File: src/rtl/axi_pkg.sv
// -----------------------------------------------------------------------------
// axi_pkg
// Shared types and constants for the cache-to-AXI arbiter:
//   rd_state_e / wr_state_e : read and write channel FSM encodings
//   owner_e                 : which cache owns the current read burst
//   AXI_SIZE_4B, AXI_BURST_INCR, WSTRB_ALL : fixed AXI burst attributes
//   axi_len()               : AXI LEN field for a burst of N words
// -----------------------------------------------------------------------------
package axi_pkg;

  typedef enum logic [1:0] {
    R_IDLE = 2'd0,
    R_AR   = 2'd1,
    R_DATA = 2'd2
  } rd_state_e;

  typedef enum logic [1:0] {
    W_IDLE = 2'd0,
    W_AW   = 2'd1,
    W_DATA = 2'd2,
    W_RESP = 2'd3
  } wr_state_e;

  typedef enum logic {
    OWN_I = 1'b0,
    OWN_D = 1'b1
  } owner_e;

  localparam logic [2:0] AXI_SIZE_4B    = 3'b010;
  localparam logic [1:0] AXI_BURST_INCR = 2'b01;
  localparam logic [3:0] WSTRB_ALL      = 4'hF;

  // AXI encodes burst length as beats minus one.
  function automatic logic [7:0] axi_len(input int unsigned words);
    return 8'(words - 1);
  endfunction

endpackage

File: src/rtl/axi_wr_fsm.sv
// -----------------------------------------------------------------------------
// axi_wr_fsm
// Runs D-cache dirty-line write-backs on the AXI AW/W/B channels.
// Ports:
//   clk, rst               : core clock, asynchronous active-low reset
//   d_wr_req, d_wr_addr    : write-back request and line-aligned address
//   d_wdata, d_wready      : current beat from the D-cache / beat accepted
//   d_wr_done              : one-cycle pulse on the write response
//   awaddr, awvalid, awready          : AXI write address channel
//   wdata, wlast, wvalid, wready      : AXI write data channel
//   bvalid, bready                    : AXI write response channel
//   wr_idle                : high in W_IDLE; gates D-cache read grants
// -----------------------------------------------------------------------------
module axi_wr_fsm
  import axi_pkg::*;
#(
  parameter int LINE_WORDS = 8
) (
  input  logic        clk,
  input  logic        rst,
  input  logic        d_wr_req,
  input  logic [31:0] d_wr_addr,
  input  logic [31:0] d_wdata,
  output logic        d_wready,
  output logic        d_wr_done,
  output logic [31:0] awaddr,
  output logic        awvalid,
  input  logic        awready,
  output logic [31:0] wdata,
  output logic        wlast,
  output logic        wvalid,
  input  logic        wready,
  input  logic        bvalid,
  output logic        bready,
  output logic        wr_idle
);

  localparam int CNT_W = $clog2(LINE_WORDS);
  localparam logic [CNT_W-1:0] LAST_BEAT = CNT_W'(LINE_WORDS - 1);

  wr_state_e        state_q;
  logic [CNT_W-1:0] cnt_q;
  logic [31:0]      awaddr_q;
  logic             awvalid_q;

  always_ff @(posedge clk or negedge rst) begin
    if (!rst) begin
      state_q   <= W_IDLE;
      cnt_q     <= '0;
      awaddr_q  <= '0;
      awvalid_q <= 1'b0;
    end else begin
      case (state_q)
        W_IDLE: begin
          if (d_wr_req) begin
            awaddr_q  <= d_wr_addr;
            cnt_q     <= '0;
            awvalid_q <= 1'b1;
            state_q   <= W_AW;
          end
        end
        W_AW: begin
          if (awready) begin
            awvalid_q <= 1'b0;
            state_q   <= W_DATA;
          end
        end
        W_DATA: begin
          // wvalid is constantly high here, so wready alone is the handshake.
          if (wready) begin
            cnt_q <= cnt_q + CNT_W'(1);
            if (cnt_q == LAST_BEAT) begin
              state_q <= W_RESP;
            end
          end
        end
        W_RESP: begin
          if (bvalid) begin
            state_q <= W_IDLE;
          end
        end
        default: state_q <= W_IDLE;
      endcase
    end
  end

  assign awaddr    = awaddr_q;
  assign awvalid   = awvalid_q;
  assign wvalid    = (state_q == W_DATA);
  assign wdata     = d_wdata;
  assign d_wready  = wvalid & wready;
  assign wlast     = wvalid & (cnt_q == LAST_BEAT);
  assign bready    = (state_q == W_RESP);
  assign d_wr_done = bready & bvalid;
  assign wr_idle   = (state_q == W_IDLE);

endmodule

File: src/rtl/cache_axi_arbiter.sv
// -----------------------------------------------------------------------------
// cache_axi_arbiter
// Shares one AXI4 master between the I-cache and D-cache. Line fills from
// both caches are arbitrated onto the read channel, one burst at a time;
// D-cache write-backs run on the write channels in parallel.
// Ports:
//   clk, rst                        : core clock, asynchronous active-low reset
//   i_rd_req/i_rd_addr/i_rvalid     : I-cache fill request and beat strobe
//   d_rd_req/d_rd_addr/d_rvalid     : D-cache fill request and beat strobe
//   rdata, rlast                    : beat data / last marker for both caches
//   d_wr_req/d_wr_addr/d_wdata      : D-cache write-back request and data
//   d_wready, d_wr_done             : beat accepted / write-back complete
//   ar*, r*                         : AXI read address and read data channels
//   aw*, w*, b*                     : AXI write channels
// -----------------------------------------------------------------------------
module cache_axi_arbiter
  import axi_pkg::*;
#(
  parameter int LINE_WORDS = 8
) (
  input  logic        clk,
  input  logic        rst,
  input  logic        i_rd_req,
  input  logic [31:0] i_rd_addr,
  output logic        i_rvalid,
  input  logic        d_rd_req,
  input  logic [31:0] d_rd_addr,
  output logic        d_rvalid,
  output logic [31:0] rdata,
  output logic        rlast,
  input  logic        d_wr_req,
  input  logic [31:0] d_wr_addr,
  input  logic [31:0] d_wdata,
  output logic        d_wready,
  output logic        d_wr_done,
  output logic [31:0] araddr,
  output logic [7:0]  arlen,
  output logic [2:0]  arsize,
  output logic [1:0]  arburst,
  output logic        arvalid,
  input  logic        arready,
  input  logic [31:0] rdata_axi,
  input  logic        rlast_axi,
  input  logic        rvalid,
  output logic        rready,
  output logic [31:0] awaddr,
  output logic [7:0]  awlen,
  output logic [2:0]  awsize,
  output logic [1:0]  awburst,
  output logic        awvalid,
  input  logic        awready,
  output logic [31:0] wdata,
  output logic [3:0]  wstrb,
  output logic        wlast,
  output logic        wvalid,
  input  logic        wready,
  input  logic        bvalid,
  output logic        bready
);

  localparam logic [7:0] BURST_LEN = axi_len(LINE_WORDS);

  rd_state_e   r_state_q;
  owner_e      owner_q;
  owner_e      last_owner_q;
  logic [31:0] araddr_q;
  logic        arvalid_q;
  logic        wr_idle;
  logic        d_elig;
  logic        grant_d;
  logic        in_data;

  // A D-cache fill waits for its own write-back to finish so the refetch
  // can never overtake the dirty data heading to memory.
  assign d_elig  = d_rd_req & wr_idle;
  // On a tie the cache that did not own the previous burst wins.
  assign grant_d = d_elig & (~i_rd_req | (last_owner_q == OWN_I));

  always_ff @(posedge clk or negedge rst) begin
    if (!rst) begin
      r_state_q    <= R_IDLE;
      owner_q      <= OWN_I;
      last_owner_q <= OWN_D;
      araddr_q     <= '0;
      arvalid_q    <= 1'b0;
    end else begin
      case (r_state_q)
        R_IDLE: begin
          if (i_rd_req | d_elig) begin
            arvalid_q <= 1'b1;
            r_state_q <= R_AR;
            if (grant_d) begin
              owner_q      <= OWN_D;
              last_owner_q <= OWN_D;
              araddr_q     <= d_rd_addr;
            end else begin
              owner_q      <= OWN_I;
              last_owner_q <= OWN_I;
              araddr_q     <= i_rd_addr;
            end
          end
        end
        R_AR: begin
          if (arready) begin
            arvalid_q <= 1'b0;
            r_state_q <= R_DATA;
          end
        end
        R_DATA: begin
          if (rvalid & rlast_axi) begin
            r_state_q <= R_IDLE;
          end
        end
        default: r_state_q <= R_IDLE;
      endcase
    end
  end

  assign in_data  = (r_state_q == R_DATA);
  assign rready   = in_data;
  assign i_rvalid = in_data & rvalid & (owner_q == OWN_I);
  assign d_rvalid = in_data & rvalid & (owner_q == OWN_D);
  assign rdata    = rdata_axi;
  assign rlast    = rlast_axi;

  assign araddr   = araddr_q;
  assign arvalid  = arvalid_q;
  assign arlen    = BURST_LEN;
  assign arsize   = AXI_SIZE_4B;
  assign arburst  = AXI_BURST_INCR;
  assign awlen    = BURST_LEN;
  assign awsize   = AXI_SIZE_4B;
  assign awburst  = AXI_BURST_INCR;
  assign wstrb    = WSTRB_ALL;

  axi_wr_fsm #(
    .LINE_WORDS(LINE_WORDS)
  ) u_wr_fsm (
    .clk      (clk),
    .rst      (rst),
    .d_wr_req (d_wr_req),
    .d_wr_addr(d_wr_addr),
    .d_wdata  (d_wdata),
    .d_wready (d_wready),
    .d_wr_done(d_wr_done),
    .awaddr   (awaddr),
    .awvalid  (awvalid),
    .awready  (awready),
    .wdata    (wdata),
    .wlast    (wlast),
    .wvalid   (wvalid),
    .wready   (wready),
    .bvalid   (bvalid),
    .bready   (bready),
    .wr_idle  (wr_idle)
  );

endmodule

File: config.mk
export PLATFORM = sky130hd
export DESIGN_NAME = cache_axi_arbiter
export DESIGN_NICKNAME = d
export VERILOG_FILES = /design/src/rtl/axi_pkg.sv /design/src/rtl/axi_wr_fsm.sv /design/src/rtl/cache_axi_arbiter.sv
export SDC_FILE = /design/constraint.sdc
export NUM_CORES = 1
export LEC_CHECK = 0
export ABC_AREA = 1
export ABC_CLOCK_PERIOD_IN_PS = 1800
export CAP_MARGIN = 10
export CORE_AREA = 2 2 130 132
export CTS_CLUSTER_SIZE = 28
export DETAILED_ROUTE_END_ITERATION = 8
export DIE_AREA = 0 0 132 134
export PLACE_DENSITY = 0.75
export SLEW_MARGIN = 20
export SYNTH_ARGS = -nofsm -noshare
export SYNTH_HDL_FRONTEND = slang
export SYNTH_SLANG_ARGS = --single-unit
File: constraint.sdc
create_clock -name clk -period 1.8 [get_ports clk]
set_clock_uncertainty 0.2 [all_clocks]
set_input_delay 0.45 -clock clk [delete_from_list [all_inputs] [get_ports clk]]
set_output_delay 0.45 -clock clk [all_outputs]
set_load 0.005 [all_outputs]
==> flow_summary_export.csv, run 1 <==
group,metric,value,unit
floorplanning,floorplan.initialDensity,0.2650,
drt,detailedRoute.firstPassIterationCount,4,
placement,io_buffer_count,181,
critical_path,crit_chain,"buf_6, inv_4, ha_4, nand2_2, inv_2, buf_2",
critical_path,worst-path-max-fanout,5,
critical_path,crit_slowest_cell,"dfrtp_1",
sta,setup_slack,-111.8,ps
layout,regArea,1879,um^2
critical_path,timing.reg2reg.setup_slack,-100,ps
floorplanning,placeableCoreArea,16290,um^2
global_routing,grt_pass1_wl,18840,um
floorplanning,site_row_count,47,
placement,gp_congestion,0.7659,
floorplanning,die_outline_height,134,um
clock_tree,htree_num_levels,3,
global_routing,antenna_found_initial,0,
run_status,result_of_the_run,"finished, violations left",
layout,post_route_cells_drive_above_1_share,0.2469,
critical_path,timing.reg2reg.worst_path_depth,8,
global_routing,grt_util_all_layers,0.1377,
drt,wl_per_cell,15.72,um
floorplanning,dieArea,17690,um^2
hold_path,beginning_of_the_worst_hold_path,"last_owner_q$_DFFE_PN1P_",
sta,min_period,1912,ps
floorplanning,die_width,132,um
clock_tree,cts.root.buffer_cell,"clkbuf_16",
run_status,failed_checks,"setup timing",
layout,final_util,0.4296,
logic_synthesis,yosysWarningCount,0,
job,max_cap_violations,0,
drt,drt_iter0_markers,195,
layout,fillerInstances,1582,
clock_tree,clkLatencyLatePin,330,ps
global_routing,grt-ovfl-total,0,
sta,maxClockFrequency,523.1,MHz
logic_synthesis,synth.yosys.seq_area_share,0.4351,
placement,detailedPlace.worstSlack,-440.3,ps
critical_path,critPathRequiredTime,1150,ps
critical_path,critical-path-top-delay-family,"flip-flops",
hold_path,worst_hold_path.num_cells,2,
floorplanning,num_io_pins,340,
critical_path,timing.critical_path.slowest_cell_delay,400,ps
logic_synthesis,synth_area_per_cell,8.738,um^2
placement,detailedPlacementHpwl,8864,um
drt,vias,3751,
clock_tree,cts_tree,"yes",
sta,hold_violation_total_from_the_final_report,0,
clock_tree,clk_pin_slew_worst_paths,60,ps
placement,dp.cells,834,
logic_synthesis,post_synth_inst_count,494,
hold_path,whs_endpoint,"last_owner_q$_DFFE_PN1P_",
sta,final_sum_of_negative_setup_slack,-2784,ps
power,power.density_cell_area,1486,nW/um^2
sta,min_period_over_period,1.062,
layout,multi_input_gate_area_in_the_final_layout,1987,um^2
clock_tree,ctsLongestPathBuffers,2,
layout,antenna_cells,0,
layout,areaGrowthSynthToFinish,62.12,%
logic_synthesis,ys_seq_elements,75,
power,leakage,3.501,nW
critical_path,start_kind,"flip-flop",
logic_synthesis,synth_area,4317,um^2
clock_tree,numClockSinks,75,
global_routing,largest_net_degree_at_the_start_of_global_routing,76,
drt,remaining_drc_errors,0,
layout,nets,825,
logic_synthesis,ys_types,20,
critical_path,worst_path_arrival,1260,ps
critical_path,r2r_end,"u_wr_fsm.awaddr[10]$_DFFE_PN0P_",
power,worst_ir_drop_vdd,0.5277,mV
drt,final_antenna_net_count,0,
sta,holdWs,268.6,ps
critical_path,cp.buffers_inverters,4,
hold_path,min-delay-path-class,"reg2reg",
critical_path,setup_crit_path_kind,"reg2out",
drt,avgViaCountPerCell,4.302,
critical_path,worst_setup_path_end_kind,"output pin",
sta,rsz0062_at_grt,"true",
global_routing,grt_pass1_vias,3571,
critical_path,critical_path.reg2reg.startpoint,"u_wr_fsm.state_q[0]$_DFFE_PN0P_",
sta,finalSetupViolations,46,
clock_tree,tritoncts.num_buffers,9,
layout,finalNonFillerCells,872,
sta,timing_max_transition_violations_final,0,
drt,route.final.wire_length,13710,um
-- worst register-to-register path, stage by stage (launching register included) --
cell and delay [ps]:
dfrtp_1 400, buf_6 130, inv_4 50, buf_4 110, ha_4 170, buf_6 130, nand2_8 90, clkbuf_16 200
mux2_1 310
-- per-stage QoR --
step	area, um^2	total power, W
detailed placement	5957	0.007555
CTS	6330	0.009179
finish	6998	0.01040
floorplan	4422	0.004955
global placement	5957	0.007417
global route	6998	0.01114
-- cell type report --
cell class,count,share of cell area
Timing Repair Buffer,228,0.3363
Multi-Input combinational cell,283,0.2839
Sequential cell,75,0.2685
Tap cell,220,0.03933
Clock buffer,10,0.03272
Inverter,51,0.03129
Clock inverter,5,0.007867
-- cell usage after synthesis --
| library cell | number | area (um^2) |
|---|---|---|
| a21oi_1 | 3 | 15.01 |
| buf_2 | 10 | 50.05 |
| buf_4 | 98 | 735.7 |
| clkbuf_1 | 5 | 18.77 |
| conb_1 | 2 | 7.510 |
| dfrtp_1 | 74 | 1852 |
| dfstp_2 | 1 | 26.28 |
| ha_1 | 6 | 75.07 |
| inv_1 | 49 | 183.9 |
| inv_2 | 2 | 7.510 |
| mux2_1 | 30 | 337.8 |
| mux2_2 | 2 | 22.52 |
| nand2_1 | 126 | 473.0 |
| nand2_2 | 3 | 18.77 |
| nand3_1 | 36 | 180.2 |
| nand3b_1 | 32 | 240.2 |
| nand4_1 | 1 | 6.260 |
| nor2_1 | 7 | 26.28 |
| o21ai_0 | 5 | 25.02 |
| o21bai_1 | 2 | 15.01 |
-- metal layers --
metal | wire length (um) | vias up | global-route usage
met5 | 0 | - | 0
li1 | - | 1738 | -
met4 | 535 | 0 | 0.07367
met1 | 4840 | 1772 | 0.1482
met2 | 7000 | 198 | 0.2312
met3 | 1334 | 43 | 0.05745
-- kinds of logic after synthesis --
| kind of cell | count (synthesis) | share of synthesized area |
|---|---|---|
| AOI/OAI and AO/OA | 10 | 0.01275 |
| buffers and inverters | 164 | 0.2307 |
| and+or+nand+nor | 205 | 0.2188 |
| adders and majority gates | 6 | 0.01739 |
| DFF | 75 | 0.4351 |
| other | 2 | 0.001740 |
| muxes | 32 | 0.08348 |
-- repair_timing --
item / in CTS / in global routing
gates resized for setup: 115 / 121
cloned: 2 / 9
hold buffers: 1 / 0
setup endpoints to repair: 117 / 59
pin swaps: 7 / 19
endpoints found under the hold margin: 74 / 0
buffers inserted: 7 / 5
-- layout by cell type (no fill, tap or decap), drive strengths merged --
cell and count:
nand2 129, clkdlybuf4s50 104, dfrtp 74, dlygate4sd2 67, inv 49, buf 44
nand3 36, nand3b 32, mux2 32, conb 30, clkbuf 22, nor2 7
ha 6, o21ai 5, clkinv 4, a21oi 3, o21bai 2, clkinvlp 2
nand4 1, bufinv 1, dlygate4sd3 1, dfstp 1
-- where the power goes --
| group | internal (W) | switching [W] | total [W] | leakage (nW) |
|---|---|---|---|---|
| Combinational | 0.00310 | 0.00255 | 0.00565 | 2.46 |
| Clock | 0.00106 | 0.000690 | 0.00175 | 0.134 |
| Sequential | 0.00255 | 0.000454 | 0.00300 | 0.903 |
| Total | 0.00670 | 0.00369 | 0.0104 | 3.50 |
-- flip-flops by register name, summed over array words and instances, names as in the netlist --
| signal | count |
|---|---|
| araddr | 32 |
| arvalid | 1 |
| last_owner_q | 1 |
| owner_q | 1 |
| r_state_q | 2 |
| u_wr_fsm.awaddr | 32 |
| u_wr_fsm.awvalid | 1 |
| u_wr_fsm.cnt_q | 3 |
| u_wr_fsm.state_q | 2 |
-- worst max-delay path by stage --
| stage | cells after the start | endpoint | startpoint | slack (ps) |
|---|---|---|---|---|
| 5_1_grt | 6 | d_wready | u_wr_fsm.state_q[0]$_DFFE_PN0P_ | -190 |
| 6_report | 6 | d_wready | u_wr_fsm.state_q[0]$_DFFE_PN0P_ | -110 |
| 2_1_floorplan | 5 | u_wr_fsm.awaddr[10]$_DFFE_PN0P_ | u_wr_fsm.state_q[0]$_DFFE_PN0P_ | 160 |
| 3_3_place_gp | 4 | i_rvalid | rvalid | -440 |
| 3_5_place_dp | 4 | i_rvalid | rvalid | -440 |
| 4_1_cts | 5 | d_wr_done | u_wr_fsm.state_q[0]$_DFFE_PN0P_ | -240 |
Note: power is estimated with default switching activity, not from simulation.
==> inputs of run 2 (changes only) <==
--- a/config.mk
+++ b/config.mk
@@ -12,6 +12,7 @@
 export CTS_CLUSTER_SIZE = 28
 export DETAILED_ROUTE_END_ITERATION = 8
 export DIE_AREA = 0 0 132 134
+export HOLD_SLACK_MARGIN = 0.1
 export PLACE_DENSITY = 0.75
 export SLEW_MARGIN = 20
 export SYNTH_ARGS = -nofsm -noshare
==> results of run 2 <==
Same layout as run 1: the final DEF is identical, and so are final timing and power.
==> inputs of run 3 (changes only) <==
--- a/config.mk
+++ b/config.mk
@@ -8,13 +8,14 @@
 export ABC_AREA = 1
 export ABC_CLOCK_PERIOD_IN_PS = 1800
 export CAP_MARGIN = 10
-export CORE_AREA = 2 2 130 132
+export CORE_AREA = 2 2 133 135
 export CTS_CLUSTER_SIZE = 28
 export DETAILED_ROUTE_END_ITERATION = 8
-export DIE_AREA = 0 0 132 134
+export DIE_AREA = 0 0 135 137
 export HOLD_SLACK_MARGIN = 0.1
-export PLACE_DENSITY = 0.75
+export PLACE_DENSITY = 0.74
 export SLEW_MARGIN = 20
 export SYNTH_ARGS = -nofsm -noshare
 export SYNTH_HDL_FRONTEND = slang
+export SYNTH_HIERARCHICAL = 1
 export SYNTH_SLANG_ARGS = --single-unit
==> flow_summary_export.csv, run 3 <==
group,metric,value,unit
run_status,result_of_the_run,"finished, violations left",
run_status,failed_checks,"setup timing",
sta,finalSetupViolations,5,
drt,drt_iter0_markers,166,
clock_tree,htree_num_levels,3,
sta,timing_max_transition_violations_final,0,
critical_path,worst_setup_path_end_kind,"output pin",
hold_path,min-delay-path-class,"reg2reg",
global_routing,grt_util_all_layers,0.1488,
logic_synthesis,synth_largest_type_area_fraction,0.3983,
drt,route.final.wire_length,13650,um
critical_path,worst_path_arrival,1270,ps
drt,detailedRoute.firstPassIterationCount,4,
sta,min_period,1918,ps
job,max_cap_violations,0,
logic_synthesis,ys_seq_elements,75,
logic_synthesis,post_synth_inst_count,592,
logic_synthesis,synth-edff-count,0,
drt,vias,3902,
layout,nets,910,
floorplanning,dieArea,18500,um^2
floorplanning,die_width,135,um
floorplanning,die_outline_height,137,um
logic_synthesis,top_cells_by_area_in_the_synthesized_netlist,"dfrtp_1 40%, nand2_1 17%, buf_4 16%",
sta,setup_slack,-118.0,ps
drt,wl_per_cell,14.18,um
critical_path,start_kind,"flip-flop",
logic_synthesis,yosys.cell_count.top_type,"nand2_1",
clock_tree,numClockSinks,75,
logic_synthesis,synth_top_flop_cell,"dfrtp_1",
drt,route.met2.wl,6781,um
sta,final_sum_of_negative_setup_slack,-241.9,ps
power,p_total,0.009746,W
clock_tree,clkLatencyLatePin,330,ps
global_routing,grt_pass1_wl,20780,um
drt,avgViaCountPerCell,4.052,
layout,fillerInstances,1742,
clock_tree,cts_tree,"yes",
drt,met3RoutedLength,882,um
critical_path,critPathRequiredTime,1150,ps
sta,min_period_over_period,1.066,
clock_tree,ctsLongestPathBuffers,2,
floorplanning,placeableCoreArea,17060,um^2
critical_path,setup_crit_path_kind,"reg2out",
power,power.density_cell_area,1434,nW/um^2
placement,detailedPlacementHpwl,9099,um
logic_synthesis,yosysWarningCount,6,
power,worst_ir_drop_vdd,0.5623,mV
logic_synthesis,synth_area,4649,um^2
clock_tree,tritoncts.num_buffers,9,
floorplanning,site_row_count,48,
logic_synthesis,largest_area_contributor_in_the_netlist,"dfrtp_1",
floorplanning,num_io_pins,340,
layout,layout_common_cells,"211 x nand2_1, 104 x clkdlybuf4s50_1, 75 x inv_1, 73 x dfrtp_1, 67 x dlygate4sd2_1",
drt,final_antenna_net_count,0,
clock_tree,cts.root.buffer_cell,"clkbuf_16",
layout,most_common_cell_after_layout_fill_and_taps_aside,"nand2_1",
layout,post_route_cells_drive_above_1_share,0.1680,
floorplanning,floorplan.initialDensity,0.2726,
power,leakage,3.661,nW
drt,met1_length,5438,um
layout,antenna_cells,0,
sta,hold_violation_total_from_the_final_report,0,
placement,gp_congestion,0.7930,
hold_path,worst_hold_path.num_cells,2,
layout,areaGrowthSynthToFinish,46.15,%
clock_tree,clk_pin_slew_worst_paths,60,ps
placement,io_buffer_count,181,
global_routing,grt_pass1_vias,3898,
critical_path,timing.reg2reg.worst_path_depth,11,
sta,maxClockFrequency,521.4,MHz
logic_synthesis,synthTopCellsByCount,"216 x nand2_1, 96 x buf_4, 80 x inv_1",
logic_synthesis,synth_area_per_cell,7.854,um^2
logic_synthesis,ys_types,25,
global_routing,largest_net_degree_at_the_start_of_global_routing,76,
global_routing,grt-ovfl-total,0,
sta,rsz0062_at_grt,"true",
critical_path,worst-path-max-fanout,2,
logic_synthesis,synth.yosys.seq_area_share,0.4039,
global_routing,antenna_found_initial,0,
logic_synthesis,async_reset_ff_frac,1.000,
drt,max_layer_used,"met4",
drt,remaining_drc_errors,0,
[run 3: cell types whose count changed after synthesis, sizes merged]
cell,before,now
nand3,36,70
nand3b,32,0
clkinv,0,2
clkbuf,5,0
nand2,129,223
o21ai,5,7
a21oi,3,0
or2,0,1
nor2,7,6
mux2,32,0
inv,51,81
buf,108,116
[run 3: cells by family (layout without fill, tap and decap cells)]
family                     count (synthesis)  count (layout)  synth area share
adders and majority gates                  6               6           0.01615
and+or+nand+nor                          301             302            0.3068
buffers and inverters                    199             316            0.2608
other                                      2              30          0.001615
AOI/OAI and AO/OA                          9               9           0.01076
DFF                                       75              75            0.4039
[run 3: area by class of cell]
| type | instances | area [um^2] | area share |
|---|---|---|---|
| clock inverters | 7 | 107.6 | 0.01583 |
| repair buffers | 214 | 2098 | 0.3088 |
| flip-flops and latches | 75 | 1879 | 0.2766 |
| repair inverters | 3 | 52.55 | 0.007733 |
| multi-input cells | 347 | 1804 | 0.2655 |
| well taps | 225 | 281.5 | 0.04143 |
| clock buffers | 9 | 225.2 | 0.03314 |
| inverters | 83 | 346.6 | 0.05100 |
[run 3: worst max-delay path: stages (launching register included)]
cell     delay, ps
dfrtp_1        380
ha_2           210
ha_4           160
nand2_2         50
inv_2           30
buf_6          100
[run 3: repair_timing]
item                       CTS  global route
setup buffers               10             2
hold endpoints to repair    74             0
gates cloned                 5             0
pin swaps                   13             8
gates resized for setup    128            21
setup endpoints to repair  107            33
hold buffers                 1             0
[run 3: worst paths after layout]
check	start	end	slack, ps
min reg2reg	araddr[31]$_DFFE_PN0P_	araddr[31]$_DFFE_PN0P_	270
min	araddr[31]$_DFFE_PN0P_	araddr[31]$_DFFE_PN0P_	270
max in group asynchronous	rst	last_owner_q$_DFFE_PN1P_	530
max	u_wr_fsm/cnt_q[0]$_DFFE_PN0P_	wlast	-120
max reg2reg	u_wr_fsm/cnt_q[0]$_DFFE_PN0P_	u_wr_fsm/state_q[1]$_DFFE_PN0P_	50
min in group asynchronous	rst	araddr[21]$_DFFE_PN0P_	490
[run 3: per-layer routing]
metal	track usage	vias to the layer above
met5	0	-
met4	0.08854	0
met3	0.03000	49
met2	0.2510	130
met1	0.1754	1791
li1	-	1932
[run 3: where the power goes]
group | leakage, nW | switching [W] | internal (W)
Clock | 0.160 | 0.000794 | 0.00124
Sequential | 0.927 | 0.000430 | 0.00250
Combinational | 2.57 | 0.00249 | 0.00229
Total | 3.66 | 0.00372 | 0.00603
[run 3: through the flow]
stage	setup slack, ps	utilization	instance area [um^2]	instances	hold WS, ps
floorplan	188.3	-	4755	620	-45.59
finish	-118.0	0.3984	6795	963	272.6
detailed placement	-567.0	0.3624	6181	931	263.6
CTS	-134.6	0.3942	6724	962	277.6
global placement	-548.5	0.3624	6181	931	260.7
global route	-164.6	0.3984	6795	963	296.1
==> variant: new RTL, settings of run 1 <==
`LINE_WORDS` is set to 8 in 2 places; all go to 4.
--- a/src/rtl/axi_wr_fsm.sv
+++ b/src/rtl/axi_wr_fsm.sv
@@ -16,3 +16,3 @@
 #(
-  parameter int LINE_WORDS = 8
+  parameter int LINE_WORDS = 4
 ) (
--- a/src/rtl/cache_axi_arbiter.sv
+++ b/src/rtl/cache_axi_arbiter.sv
@@ -18,3 +18,3 @@
 #(
-  parameter int LINE_WORDS = 8
+  parameter int LINE_WORDS = 4
 ) (
Behaviour: not the same (a bounded check fails within 4 cycles, from zero or initial values and one cycle with rst low).
==> variant against run 1 <==
- the flow still finishes with violations (negative setup slack)
- sequential cell count shrank 1
- area after synthesis shrank 1.4%
- worst setup slack improved by 0.0097 ns
- power shrank 15%
- synthesized cell count down 1.2%
- final area fell by 10%
- cell count is 2.4% lower
- routed wire length is 10% lower
- critical path type unchanged
- largest cell class unchanged
- largest power group unchanged
- highest routed layer unchanged
==> variant: results (changes against run 1) <==
status:
  outcome: "complete, but fails checks"
  violations: "negative setup slack"
global_routing:
  met3_usage: 0.0533  # -0.00416
  grt_max_degree: 39  # -49%
  grt_use_total: 0.138  # -0.000173
  grt_pass1_wl_mm: 18.6  # -1.4%
  met1_usage: 0.139  # -0.00949
  grtUsageMet2: 0.250  # +0.0185
  grt_pass1_vias: 3429  # -4.0%
power:
  combPwrFrac: 0.485  # -0.058
  irDropWorstVdd_uv: 558  # +5.8%
  p_leak_nw: 3.16  # -9.6%
  p_clk_mw: 1.62  # -7%
  p_switching_mw: 3.13  # -15%
worst_setup_path:
  critical_path.endpoint: "wlast"
  reg2reg_to: "u_wr_fsm.awaddr[17]$_DFFE_PN0P_"
  path_delay_family: "flip-flops"
  rr_worst_depth: 6  # -2
  cp_slowest_stage_delay_ns: 0.44  # +0.04 ns
  reg2reg_setup_slack_ns: 0.05  # +0.15 ns
  critPathArrivalTime_ns: 1.25
  reg2reg_from: "u_wr_fsm.state_q[0]$_DFFE_PN0P_"
  worst-path-max-fanout: 3  # -2
  crit_path_start: "u_wr_fsm.state_q[1]$_DFFE_PN0P_"
  crit_path_top_delay_cell: "dfrtp_2"
route:
  wl_mm: 12.3  # -10%
  firstDrtPassIters: 4  # unchanged
  route.met2.wl_mm: 6.34  # -9.4%
  wl_met1_mm: 4.37  # -9.8%
  vias_per_cell: 4.11  # -4.4%
  dr_wl_met3_mm: 1.25  # -6.0%
  drtIter0Drc: 66  # -66%
timing:
  slew_violations: 0  # unchanged
  fin_ws_ns: -0.102  # +0.00971 ns
  setup_viol: 5  # -89%
  hold-worst-slack_ns: 0.263  # -0.00523 ns
final_layout:
  fin_cells: 851  # -2.4%
  nets: 803  # -2.7%
  n_antenna_cell: 0  # unchanged
  drive_above_1_share: 0.120  # -0.126
cts:
  post_cts.repair.setup_buffers: 8  # +1
  cts-htree-levels: 3  # unchanged
  cts_resized: 117  # +1.7%
  path_clk_slew_ns: 0.06  # about the same
  ctsHoldBuffers: 1  # unchanged
  numCtsBuffers: 9  # unchanged
min_path:
  hold_path.startpoint: "last_owner_q$_DFFE_PN1P_"
  hold_depth: 2  # unchanged
place:
  dp_slack_ns: -0.459  # -0.0183 ns
  gp_congestion: 0.756  # -1.4%
  dpl.hpwl_mm: 9.27  # +4.5%
  place_inst: 824  # -1.2%
synthesis:
  synth-edff-count: 0  # unchanged
  seq_area_frac_synth: 0.436  # +0.000516
  postSynth.asyncResetShare: 1.00  # unchanged
  synth_area_leaders: "dfrtp_1 (43%), buf_4 (17%), nand2_1 (11%)"
  avgSynthCellArea_um2: 8.72  # -0.24%
  synthTopCellsByCount: "nand2_1 (127), buf_4 (98), dfrtp_1 (73)"
run:
  maxCapViolations: 0  # unchanged
## variant: through the flow
step	total power, mW	instance area (µm²)	TNS, ns
floorplan	4.89	4360	0
global placement	7.35	5900	-8.99
detailed placement	7.47	5900	-9.29
CTS	8.91	6220	-0.342
global route	9.49	6270	-0.715
finish	8.85	6270	-0.248
## variant: final cells by class
class / instances / area [µm²]
inverter: 49 / 186
clock inverter: 5 / 32.5
fill: 1672 / 10000
tap: 220 / 275
multi-input combinational: 280 / 1590
clock buffer: 10 / 229
timing repair buffer: 213 / 2110
sequential: 74 / 1850
## variant: kinds of logic (layout without fill, tap and decap cells)
logic type | Yosys count | in the layout | synth area share
AND/OR/NAND/NOR | 202 | 202 | 0.217
buffers and inverters | 162 | 277 | 0.232
flip-flops | 74 | 74 | 0.436
multiplexers | 32 | 32 | 0.0847
AO/OA/AOI/OAI | 11 | 11 | 0.0141
adder cells (fa/ha/maj) | 5 | 5 | 0.0147
other | 2 | 30 | 0.00177
